===== src/rtl/sdram_bridge_pkg.sv =====
// Shared types and helpers for the level-strobe to toggle-handshake sdram bridge.
package sdram_bridge_pkg;

  typedef enum logic [1:0] {
    IDLE      = 2'd0,
    WAIT      = 2'd1,
    WAIT_PEND = 2'd2
  } chan_state_t;

  localparam logic [1:0] DS_LO   = 2'b01;
  localparam logic [1:0] DS_HI   = 2'b10;
  localparam logic [1:0] DS_WORD = 2'b11;

  // Pick the addressed byte out of a 16-bit sdram word.
  function automatic logic [7:0] byte_sel(input logic addr0, input logic [15:0] q16);
    return addr0 ? q16[15:8] : q16[7:0];
  endfunction

endpackage


===== src/rtl/sdram_req_chan.sv =====
// One bridge channel: strobe edge detect, one-deep pending slot, toggle
// handshake FSM, read byte extraction and a handshake watchdog.
module sdram_req_chan
  import sdram_bridge_pkg::*;
#(
  parameter int AW      = 16,
  parameter int TIMEOUT = 1023
) (
  input  logic          clk,
  input  logic          reset,
  input  logic          cs,
  input  logic          oe,
  input  logic          we,
  input  logic [AW-1:0] addr,
  input  logic [7:0]    din,
  output logic [7:0]    dout,
  output logic          busy,
  output logic          err,
  output logic          sd_req,
  input  logic          sd_ack,
  output logic [AW-2:0] sd_a,
  output logic [1:0]    sd_ds,
  output logic          sd_we,
  output logic [15:0]   sd_d,
  input  logic [15:0]   sd_q
);

  localparam int CW = (TIMEOUT > 0) ? $clog2(TIMEOUT + 1) : 1;
  localparam logic [CW-1:0] TMAX = CW'(TIMEOUT);

  chan_state_t state, nstate;

  logic          rd, wr, rd_old, wr_old;
  logic [AW-1:0] a_old;
  logic          trig, done, fire, lost;
  logic          issue, use_pend, store_pend;
  logic [AW-1:0] pend_a, src_a;
  logic          pend_we, src_we;
  logic [7:0]    pend_din, src_din;
  logic          cur_lsb;
  logic [CW-1:0] cnt;

  assign rd   = cs & oe;
  assign wr   = cs & we;
  assign trig = (rd & ~rd_old) | (wr & ~wr_old) | (rd & (addr != a_old));
  assign done = (state != IDLE) && (sd_ack == sd_req);
  assign fire = (TIMEOUT != 0) && (state != IDLE) && !done && (cnt == TMAX);
  assign busy = (state != IDLE);

  assign src_a   = use_pend ? pend_a   : addr;
  assign src_we  = use_pend ? pend_we  : we;
  assign src_din = use_pend ? pend_din : din;

  always_comb begin
    nstate     = state;
    issue      = 1'b0;
    use_pend   = 1'b0;
    store_pend = 1'b0;
    case (state)
      IDLE: begin
        if (trig) begin
          issue  = 1'b1;
          nstate = WAIT;
        end
      end
      WAIT: begin
        if (done) begin
          if (trig) issue = 1'b1;
          else      nstate = IDLE;
        end else if (trig) begin
          store_pend = 1'b1;
          nstate     = WAIT_PEND;
        end else if (fire) begin
          nstate = IDLE;
        end
      end
      WAIT_PEND: begin
        // A watchdog resync stays here; the forced sd_req==sd_ack reads as done next cycle.
        if (done) begin
          issue      = 1'b1;
          use_pend   = 1'b1;
          store_pend = trig;
          nstate     = trig ? WAIT_PEND : WAIT;
        end else if (trig) begin
          store_pend = 1'b1;
        end
      end
      default: nstate = IDLE;
    endcase
  end

  always_ff @(posedge clk) begin
    if (reset) begin
      state    <= IDLE;
      sd_req   <= sd_ack;
      rd_old   <= rd;
      wr_old   <= wr;
      a_old    <= addr;
      pend_a   <= '0;
      pend_we  <= 1'b0;
      pend_din <= '0;
      sd_a     <= '0;
      sd_ds    <= '0;
      sd_we    <= 1'b0;
      sd_d     <= '0;
      cur_lsb  <= 1'b0;
      dout     <= '0;
      err      <= 1'b0;
      lost     <= 1'b0;
      cnt      <= '0;
    end else begin
      state  <= nstate;
      rd_old <= rd;
      wr_old <= wr;
      a_old  <= addr;
      if (store_pend) begin
        pend_a   <= addr;
        pend_we  <= we;
        pend_din <= din;
      end
      // An abandoned (resynced) read never updates dout.
      if (done && !sd_we && !lost) dout <= byte_sel(cur_lsb, sd_q);
      if (issue) begin
        sd_req  <= ~sd_req;
        sd_a    <= src_a[AW-1:1];
        cur_lsb <= src_a[0];
        sd_we   <= src_we;
        sd_ds   <= src_we ? (src_a[0] ? DS_HI : DS_LO) : DS_WORD;
        sd_d    <= {src_din, src_din};
      end else if (fire) begin
        sd_req <= sd_ack;
      end
      if (fire) err <= 1'b1;
      if (fire)      lost <= (nstate == WAIT_PEND);
      else if (done) lost <= 1'b0;
      if (state == IDLE || done || fire) cnt <= '0;
      else if (cnt != TMAX)              cnt <= cnt + CW'(1);
    end
  end

endmodule


===== src/rtl/sdram_req_bridge.sv =====
// NPORTS independent cs/oe/we client channels bridged onto sdram toggle req/ack ports.
module sdram_req_bridge #(
  parameter int NPORTS  = 2,
  parameter int AW      = 16,
  parameter int TIMEOUT = 1023
) (
  input  logic                   clk,
  input  logic                   reset,
  input  logic [NPORTS-1:0]      cs,
  input  logic [NPORTS-1:0]      oe,
  input  logic [NPORTS-1:0]      we,
  input  logic [NPORTS*AW-1:0]   addr,
  input  logic [NPORTS*8-1:0]    din,
  output logic [NPORTS*8-1:0]    dout,
  output logic [NPORTS-1:0]      busy,
  output logic [NPORTS-1:0]      err,
  output logic [NPORTS-1:0]      sd_req,
  input  logic [NPORTS-1:0]      sd_ack,
  output logic [NPORTS*(AW-1)-1:0] sd_a,
  output logic [NPORTS*2-1:0]    sd_ds,
  output logic [NPORTS-1:0]      sd_we,
  output logic [NPORTS*16-1:0]   sd_d,
  input  logic [NPORTS*16-1:0]   sd_q
);

  for (genvar i = 0; i < NPORTS; i++) begin : g_chan
    sdram_req_chan #(
      .AW      (AW),
      .TIMEOUT (TIMEOUT)
    ) u_chan (
      .clk    (clk),
      .reset  (reset),
      .cs     (cs[i]),
      .oe     (oe[i]),
      .we     (we[i]),
      .addr   (addr[i*AW +: AW]),
      .din    (din[i*8 +: 8]),
      .dout   (dout[i*8 +: 8]),
      .busy   (busy[i]),
      .err    (err[i]),
      .sd_req (sd_req[i]),
      .sd_ack (sd_ack[i]),
      .sd_a   (sd_a[i*(AW-1) +: (AW-1)]),
      .sd_ds  (sd_ds[i*2 +: 2]),
      .sd_we  (sd_we[i]),
      .sd_d   (sd_d[i*16 +: 16]),
      .sd_q   (sd_q[i*16 +: 16])
    );
  end

endmodule


===== config.mk =====
export PLATFORM = sky130hd
export DESIGN_NAME = sdram_req_bridge
export DESIGN_NICKNAME = d
export VERILOG_FILES = /design/src/rtl/sdram_bridge_pkg.sv /design/src/rtl/sdram_req_chan.sv /design/src/rtl/sdram_req_bridge.sv
export SDC_FILE = /design/constraint.sdc
export NUM_CORES = 1
export LEC_CHECK = 0
export ABC_AREA = 1
export CAP_MARGIN = 10
export CORE_MARGIN = 2
export CORE_UTILIZATION = 55
export CTS_CLUSTER_SIZE = 30
export DETAILED_ROUTE_END_ITERATION = 6
export GPL_TIMING_DRIVEN = 0
export PLACE_DENSITY = 0.86
export SYNTH_ARGS = -nofsm -noshare
export SYNTH_HDL_FRONTEND = slang
export SYNTH_SLANG_ARGS = --single-unit
export TNS_END_PERCENT = 10

===== constraint.sdc =====
create_clock -name clk -period 5.45 [get_ports clk]
set_input_delay 0.8175 -clock clk [delete_from_list [all_inputs] [get_ports clk]]
set_output_delay 0.8175 -clock clk [all_outputs]
set_load 0.05 [all_outputs]

==> results of run 1 <==
[layer usage]
layer | vias to the layer above | part of all wire | wire length [um]
met5 | - | 0 | 0
met3 | 23 | 0.072 | 1520
met2 | 287 | 0.46 | 9720
met4 | 0 | 0.014 | 289
met1 | 3585 | 0.46 | 9650
li1 | 3885 | - | -
[power groups by stage]
| stage | clock network [mW] | logic (mW) | registers, mW |
|---|---|---|---|
| 4_1_cts | 1.17 | 0.957 | 1.52 |
| 2_1_floorplan | 0 | 0.450 | 1.72 |
| 3_5_place_dp | 0 | 0.947 | 1.54 |
| 3_3_place_gp | 0 | 0.933 | 1.54 |
| 6_report | 1.16 | 0.959 | 1.52 |
| 5_1_grt | 1.23 | 1.02 | 1.53 |
[how the worst max path moves through the flow]
stage	from	cells after the start	to	slack (ps)
4_1_cts	g_chan[0].u_chan.state[1]$_SDFF_PP0_	5	busy[0]	2350
5_1_grt	g_chan[1].u_chan.state[1]$_SDFF_PP0_	5	busy[1]	2220
3_3_place_gp	reset	5	g_chan[1].u_chan.sd_req$_DFFE_PP_	2340
6_report	g_chan[1].u_chan.state[1]$_SDFF_PP0_	5	busy[1]	2340
3_5_place_dp	reset	6	g_chan[1].u_chan.pend_a[15]$_SDFFE_PP0P_	2330
2_1_floorplan	cs[0]	12	g_chan[0].u_chan.sd_req$_DFFE_PP_	3260
[stage by stage]
stage                     setup slack [ps]  instances  cell area [sq um]
after floorplan                       3260       1104               8250
after global placement                2340       1467              10300
after detailed placement              2330       1467              10300
after CTS                             2350       1499              10800
after global routing                  2220       1499              10800
final                                 2340       1499              10800
[cell usage in the layout, fill, tap and decap left out, types with 4 or more instances in the layout]
master	instances
nor3b_1	4
o21ai_0	96
nand2_2	23
nor2_2	4
nand2_1	300
clkdlybuf4s50_1	179
clkbuf_1	23
inv_2	9
buf_4	24
nor2_1	52
dfxtp_1	184
a21oi_2	18
buf_6	6
xor2_1	6
buf_2	12
nand3_1	63
a21oi_1	79
inv_1	115
nor3_1	6
xnor2_1	9
inv_6	4
ha_1	10
clkinv_2	4
clkbuf_16	17
o21ai_1	19
[layout make-up]
| type | count | area (sq um) | area share |
|---|---|---|---|
| well taps | 184 | 230 | 0.0213 |
| repair buffers | 179 | 1790 | 0.166 |
| clock buffers | 20 | 467 | 0.0431 |
| plain buffers | 70 | 445 | 0.0411 |
| inverters | 125 | 477 | 0.0440 |
| multi-input cells | 723 | 3580 | 0.331 |
| clock inverters | 12 | 87.6 | 0.00809 |
| flip-flops and latches | 186 | 3740 | 0.346 |
[sequential cells by signal (all words and copies together), names as in the netlist]
register	cells
g_chan.u_chan.a_old	32
g_chan.u_chan.cnt	20
g_chan.u_chan.cur_lsb	2
g_chan.u_chan.dout	16
g_chan.u_chan.err	2
g_chan.u_chan.lost	2
g_chan.u_chan.pend_a	32
g_chan.u_chan.pend_din	16
g_chan.u_chan.pend_we	2
g_chan.u_chan.rd_old	2
g_chan.u_chan.sd_a	30
g_chan.u_chan.sd_d	16
g_chan.u_chan.sd_ds	4
g_chan.u_chan.sd_req	2
g_chan.u_chan.sd_we	2
g_chan.u_chan.state	4
g_chan.u_chan.wr_old	2
[worst max-delay path, stage by stage, from the launching register on]
cell,delay (ps)
dfxtp_1,400
inv_1,130
ha_1,280
inv_1,150
buf_4,120
clkdlybuf4s50_1,790
[kinds of logic after synthesis]
family                     synth area share
xor gates and xnor gates             0.0179
adders and majority gates            0.0152
DFF                                   0.454
buffers and inverters                 0.112
and+or+nand+nor                       0.252
AOI/OAI and AO/OA                     0.149
==> results.ini, run 1 <==
[placement]
hpwl_um = 15200
io_buffers = 179
gp_congestion = 0.918

[clock_tree]
clkSinkCount = 186
hold_buffers = 0
clkLatencyLatePin_ps = 440
tritoncts.num_buffers = 17
ctsResizeCount = 0
path_clk_slew_ps = 60
cts_root_buffer = clkbuf_16
post_cts_buffers = 0
cts_tree = done
cts_buffer_depth = 2
htreeDepth = 4

[final_layout]
diodes = 0
area_growth_pct = 31.2
n_fill_cell = 1113
fin_util = 0.742
drive_gt1_frac = 0.112
nets = 1402

[grt]
grt-ovfl-total = 0
met2_usage = 0.432
antenna_found_initial = 0
grt_pass1_vias = 7278
grtUsageTotal = 0.263
grtUsageMet3 = 0.0515
grt_max_degree = 17
top_usage_layer = met2
use_met1 = 0.350
grt_pass1_wl_um = 34500

[hold_path]
hold_path_class = reg2reg
whs_endpoint = g_chan[0].u_chan.pend_din[7]$_SDFFE_PP0P_
min_from = g_chan[0].u_chan.pend_din[7]$_SDFFE_PP0P_
min_path_cells = 2

[sta]
whs_ps = 450
skew_ps = 12.5
rsz0062_at_grt = false
worst_pin_slew_ps = 769
slew_headroom = 0.488
drv_slew = 0
fmax_ghz = 0.321
final.setup.tns_ps = 0
period_share = 0.572
final-setup-viol-count = 0
hold_violations = 0
finalWorstPathRequiredPeriod_ps = 3110

[setup_path]
crit_type = reg2out
crit_fanout = 5
timing.rr.end = g_chan[1].u_chan.sd_ds[1]$_SDFFE_PP0P_
r2r_slack_ps = 3160
r2r-start = g_chan[1].u_chan.state[1]$_SDFF_PP0_
setup.worst_path.start_class = flip-flop
endpoint_kind = primary output
arrival_ps = 2300
ff2ff_path_depth = 12
cp.required_ps = 4630

[synth]
synth_common_cells = nand2_1 (300), dfxtp_1 (184), inv_1 (115)
synth_edf_count = 2
ys_seq_area_frac = 0.454
syn-num-nets = 1204
async_flop_share = 0
syn_area_sq_mm = 0.00825
synthCells = 1104
yosys.area.top_type = dfxtp_1
ys.flop_type = dfxtp_1
syn_area_per_cell_sq_um = 7.47
ys_types = 45
synth_most_common_cell = nand2_1
synth_top_cell_area_share = 0.447
ys_warn_count = 0
ys_top_cells_by_area = dfxtp_1 (45%), nand2_1 (14%), o21ai_0 (5.8%)
synth_seq_cells = 186

[power_and_ir_drop]
p_switching_mw = 1.20
p_comb_frac = 0.264
sw_frac_of_total = 0.331
peakVddDrop_uv = 229
intPower_mw = 2.43
power_mw = 3.64
pwr_density_cell_mw_per_mm2 = 336
p_leak_nw = 4.56
seq_power_share = 0.417
clock_power_share = 0.320

[floorplanning]
start_util = 0.565
core_sq_mm = 0.0146
ios = 180
die_area_sq_mm = 0.0160
die_y_um = 126
die_w_um = 126
core.rowCount = 44

[detailed_routing]
wl_um = 21200
postRouteAntennaNets = 0
first_pass_iters = 7
drtIter0Drc = 475
vias_per_cell = 5.19
post-route-drc-count = 2
vias = 7780
post_drt_wl_per_cell_um = 14.1

[flow_run]
drv_cap = 0

[outcome]
violations = design-rule violations
outcome = finished with violations

Power figures use the tool's default switching activity.
==> run 2, diff against run 1 <==
--- a/config.mk
+++ b/config.mk
@@ -8,11 +8,11 @@
 export ABC_AREA = 1
 export CAP_MARGIN = 10
 export CORE_MARGIN = 2
-export CORE_UTILIZATION = 55
+export CORE_UTILIZATION = 51
 export CTS_CLUSTER_SIZE = 30
 export DETAILED_ROUTE_END_ITERATION = 6
 export GPL_TIMING_DRIVEN = 0
-export PLACE_DENSITY = 0.86
+export PLACE_DENSITY = 0.8
 export SYNTH_ARGS = -nofsm -noshare
 export SYNTH_HDL_FRONTEND = slang
 export SYNTH_SLANG_ARGS = --single-unit
==> constraint.sdc (replaced) <==
create_clock -name clk -period 3.3 [get_ports clk]
set_input_delay 0.495 -clock clk [delete_from_list [all_inputs] [get_ports clk]]
set_output_delay 0.495 -clock clk [all_outputs]
set_load 0.05 [all_outputs]
==> results.ini, run 2 (synthesis gave the netlist of run 1 again) <==
[outcome]
outcome = finished, final reports clean

[final_layout]
largestRegisters = g_chan.u_chan.a_old (32), g_chan.u_chan.pend_a (32), g_chan.u_chan.sd_a (30)
drive_gt1_frac = 0.109
area_growth_pct = 31.9
layout_common_cells = nand2_1 (300), dfxtp_1 (184), clkdlybuf4s50_1 (179)
final_common_cell = nand2_1
n_fill_cell = 1312
diodes = 0
fin_util = 0.687
nets = 1402

[clock_tree]
clkLatencyLatePin_ps = 430
hold_buffers = 0
cts_root_buffer = clkbuf_16
post_cts_buffers = 0
cts_buffer_depth = 2
tritoncts.num_buffers = 17
path_clk_slew_ps = 60
htreeDepth = 4
clkSinkCount = 186
ctsResizeCount = 0
cts_tree = done

[hold_path]
whs_endpoint = g_chan[0].u_chan.pend_a[0]$_SDFFE_PP0P_
min_from = g_chan[0].u_chan.pend_a[0]$_SDFFE_PP0P_
min_path_cells = 2
hold_path_class = reg2reg

[floorplanning]
ios = 180
die_y_um = 131
die_area_sq_mm = 0.0172
core.rowCount = 46
die_w_um = 131
start_util = 0.521
core_sq_mm = 0.0158

[detailed_routing]
first_pass_iters = 5
post-route-drc-count = 0
vias = 7690
postRouteAntennaNets = 0
post_drt_wl_per_cell_um = 13.6
drtIter0Drc = 535
vias_per_cell = 5.03
wl_um = 20800

[setup_path]
crit_type = reg2out
r2r_slack_ps = 1030
cp.required_ps = 2800
endpoint_kind = primary output
crit_fanout = 5
timing.rr.end = g_chan[1].u_chan.sd_req$_DFFE_PP_
ff2ff_path_depth = 12
setup.worst_path.start_class = flip-flop
r2r-start = g_chan[1].u_chan.state[1]$_SDFF_PP0_
arrival_ps = 2260

[power_and_ir_drop]
power_mw = 6.06
pwr_density_cell_mw_per_mm2 = 557
p_leak_nw = 4.57
peakVddDrop_uv = 341

[sta]
slew_headroom = 0.481
finalWorstPathRequiredPeriod_ps = 2750
period_share = 0.835
skew_ps = 5.72
fmax_ghz = 0.363
rsz0062_at_grt = false
drv_slew = 0
worst_pin_slew_ps = 779
final.setup.tns_ps = 0
hold_violations = 0
final-setup-viol-count = 0

[flow_run]
drv_cap = 0

[grt]
grt-ovfl-total = 0
antenna_found_initial = 0
grtUsageTotal = 0.243
grt_pass1_vias = 7139
grt_pass1_wl_um = 34600
grt_max_degree = 17

[placement]
io_buffers = 179
hpwl_um = 15300
gp_congestion = 0.884

==> run 2: area by class of cell <==
class,count,area [sq um],share of cell area
well taps,216,270,0.0248
clock inverters,8,96.3,0.00886
clock buffers,21,470,0.0432
inverters,125,477,0.0438
plain buffers,70,445,0.0409
flip-flops and latches,186,3740,0.344
repair buffers,179,1790,0.165
multi-input cells,723,3580,0.329
==> run 2: report_power, final <==
part,internal (mW),switching (mW),leakage (nW)
Clock,1.16,0.828,0.280
Combinational,0.578,0.990,2.76
Sequential,2.41,0.0937,1.53
==> run 2: routing by layer <==
metal,up-vias,track usage,wire [um]
met5,-,0,0
met2,257,0.396,9460
li1,3893,-,-
met4,0,0.0646,268
met1,3522,0.330,9750
met3,18,0.0498,1320
==> run 2: worst max-delay path by stage <==
stage / from / endpoint / slack [ps]
detailed placement: reset / g_chan[1].u_chan.sd_req$_DFFE_PP_ / 570
CTS: g_chan[1].u_chan.state[1]$_SDFF_PP0_ / busy[1] / 550
floorplan: g_chan[1].u_chan.state[1]$_SDFF_PP0_ / g_chan[1].u_chan.sd_req$_DFFE_PP_ / 1420
finish: g_chan[1].u_chan.state[1]$_SDFF_PP0_ / busy[1] / 550
global route: g_chan[1].u_chan.state[1]$_SDFF_PP0_ / busy[1] / 460
global placement: reset / g_chan[1].u_chan.sd_req$_DFFE_PP_ / 570
==> run 2: stage by stage <==
step	setup WS (ps)	hold WS (ps)	std cells	area (sq um)
2_1_floorplan	1420	418	1104	8250
3_3_place_gp	574	432	1499	10300
3_5_place_dp	573	438	1499	10300
4_1_cts	549	448	1528	10900
5_1_grt	465	461	1528	10900
6_report	546	447	1528	10900
==> run 2: worst max-delay path: stages (launching register included) <==
cell and delay [ps]:
dfxtp_1 410, inv_1 120, ha_1 270, inv_1 120, buf_4 110, clkdlybuf4s50_1 810
==> run 3, diff against run 2 <==
--- a/config.mk
+++ b/config.mk
@@ -8,11 +8,11 @@
 export ABC_AREA = 1
 export CAP_MARGIN = 10
 export CORE_MARGIN = 2
-export CORE_UTILIZATION = 51
+export CORE_UTILIZATION = 46
 export CTS_CLUSTER_SIZE = 30
 export DETAILED_ROUTE_END_ITERATION = 6
 export GPL_TIMING_DRIVEN = 0
-export PLACE_DENSITY = 0.8
+export PLACE_DENSITY = 0.77
 export SYNTH_ARGS = -nofsm -noshare
 export SYNTH_HDL_FRONTEND = slang
 export SYNTH_SLANG_ARGS = --single-unit
==> constraint.sdc (replaced) <==
create_clock -name clk -period 2.3 [get_ports clk]
set_input_delay 0.345 -clock clk [delete_from_list [all_inputs] [get_ports clk]]
set_output_delay 0.345 -clock clk [all_outputs]
set_load 0.05 [all_outputs]
==> results.ini, run 3 (synthesis gave the netlist of run 1 again) <==
[sta]
slew_headroom = 0.499
final-setup-viol-count = 0
hold_violations = 0
rsz0062_at_grt = true
setup_slack_ps = 82.3
period_share = 0.964
worst_pin_slew_ps = 752
fmax_ghz = 0.451
finalWorstPathRequiredPeriod_ps = 2220
drv_slew = 0
skew_ps = 9.14

[floorplanning]
core.rowCount = 48
die_area_sq_mm = 0.0190
start_util = 0.474
die_w_um = 138
ios = 180
core_sq_mm = 0.0174
die_y_um = 138

[placement]
hpwl_um = 15600
io_buffers = 179
placed_area_sq_mm = 0.0103
dp_slack_ps = -389
gp_congestion = 0.919
dp_cells = 1508

[grt]
grtUsageTotal = 0.218
top_usage_layer = met2
grt_pass1_vias = 6732
use_met1 = 0.296
antenna_found_initial = 0
met2_usage = 0.344
grt_pass1_wl_um = 32500
grt-ovfl-total = 0
grtUsageMet3 = 0.0453
grt_max_degree = 17

[detailed_routing]
wl_um = 20900
vias = 7589
first_pass_iters = 5
drtIter0Drc = 539
vias_per_cell = 4.93
post_drt_wl_per_cell_um = 13.6
postRouteAntennaNets = 0
post-route-drc-count = 0

[setup_path]
r2r_slack_ps = 170
critPathBufInv = 4
setup.worst_path.start_class = input port
crit_chain = clkdlybuf4s50_1 > inv_1 > nand2_1 > o21ai_1 > nor2_1 > nand2_1 > nor2_1 > nand3_2 > nand2_2 > inv_2 > nand2_2 > nand3_4 > nand2_4 > buf_6 > nand3b_1
max_stage_delay_ps = 560
path_delay_family = simple AND/OR/NAND/NOR gates
crit_type = in2reg
endpoint_kind = flip-flop
arrival_ps = 2390
cp.required_ps = 2480
worst_path_max_delay_cell = clkdlybuf4s50_1
crit_fanout = 10

[clock_tree]
ctsResizeCount = 5
hold_buffers = 0
cts_buffer_depth = 2
post_cts_buffers = 0
clkSinkCount = 186
path_clk_slew_ps = 70
cts_root_buffer = clkbuf_16
tritoncts.num_buffers = 17
htreeDepth = 4
clkLatencyLatePin_ps = 430
cts_tree = done

[power_and_ir_drop]
peakVddDrop_uv = 532
pwr_density_cell_mw_per_mm2 = 815
p_leak_nw = 4.61

[final_layout]
largestRegisters = g_chan.u_chan.a_old (32), g_chan.u_chan.pend_a (32), g_chan.u_chan.sd_a (30)
area_growth_pct = 32.8
finish.instance_area_sq_mm = 0.0110
layout_common_cells = nand2_1 (300), dfxtp_1 (182), clkdlybuf4s50_1 (177)
diodes = 0
stdcell_count = 1540
final_common_cell = nand2_1
nets = 1402
drive_gt1_frac = 0.119

[flow_run]
drv_cap = 0

[outcome]
outcome = finished, final reports clean

[hold_path]
hold_path_class = reg2reg

## run 3: path summary, 6_finish.rpt
check	startpoint	to	cells past startpoint
worst min-delay path	g_chan[1].u_chan.pend_din[6]$_SDFFE_PP0P_	g_chan[1].u_chan.pend_din[6]$_SDFFE_PP0P_	2
worst max register to register	g_chan[0].u_chan.state[0]$_SDFF_PP0_	g_chan[0].u_chan.sd_req$_DFFE_PP_	10
worst max-delay path	addr[1]	g_chan[0].u_chan.sd_req$_DFFE_PP_	15
worst min register to register	g_chan[1].u_chan.pend_din[6]$_SDFFE_PP0P_	g_chan[1].u_chan.pend_din[6]$_SDFFE_PP0P_	2
## run 3: where the power goes
| part | leakage (nW) | total (mW) | switching [mW] | internal (mW) |
|---|---|---|---|---|
| sequential | 1.53 | 3.60 | 0.137 | 3.46 |
| clock | 0.308 | 3.09 | 1.28 | 1.81 |
| combinational | 2.77 | 2.24 | 1.42 | 0.824 |
| total | 4.61 | 8.93 | 2.84 | 6.10 |
## run 3: worst register-to-register path: cells and delay by family (launching register included)
kind / cells / cell delay [ps]
buffers and inverters: 4 / 500
flip-flops: 1 / 360
AND/OR/NAND/NOR: 5 / 700
adder cells (fa/ha/maj): 1 / 300
## run 3: metrics by stage
step	TNS (ps)	hold slack [ps]	util	power [mW]
6_report	0	447	0.629	8.93
5_1_grt	-54.2	461	0.629	9.30
3_5_place_dp	-16700	440	0.593	5.91
3_3_place_gp	-15870	432	0.593	5.87
2_1_floorplan	0	373	-	5.14
4_1_cts	0	449	0.629	8.98
## run 3: layout make-up
| cell class | count | area, sq um |
|---|---|---|
| plain buffers | 70 | 449 |
| multi-input cells | 723 | 3590 |
| well taps | 225 | 282 |
| clock inverters | 12 | 160 |
| clock buffers | 20 | 467 |
| flip-flops and latches | 186 | 3750 |
| repair buffers | 179 | 1780 |
| fillers | 1542 | 6460 |
| inverters | 125 | 477 |
## run 3: routing by layer
layer | vias to the layer above | wire, um
met5 | - | 0
met4 | 0 | 319
met3 | 27 | 1500
met2 | 242 | 9310
met1 | 3429 | 9770
li1 | 3891 | -
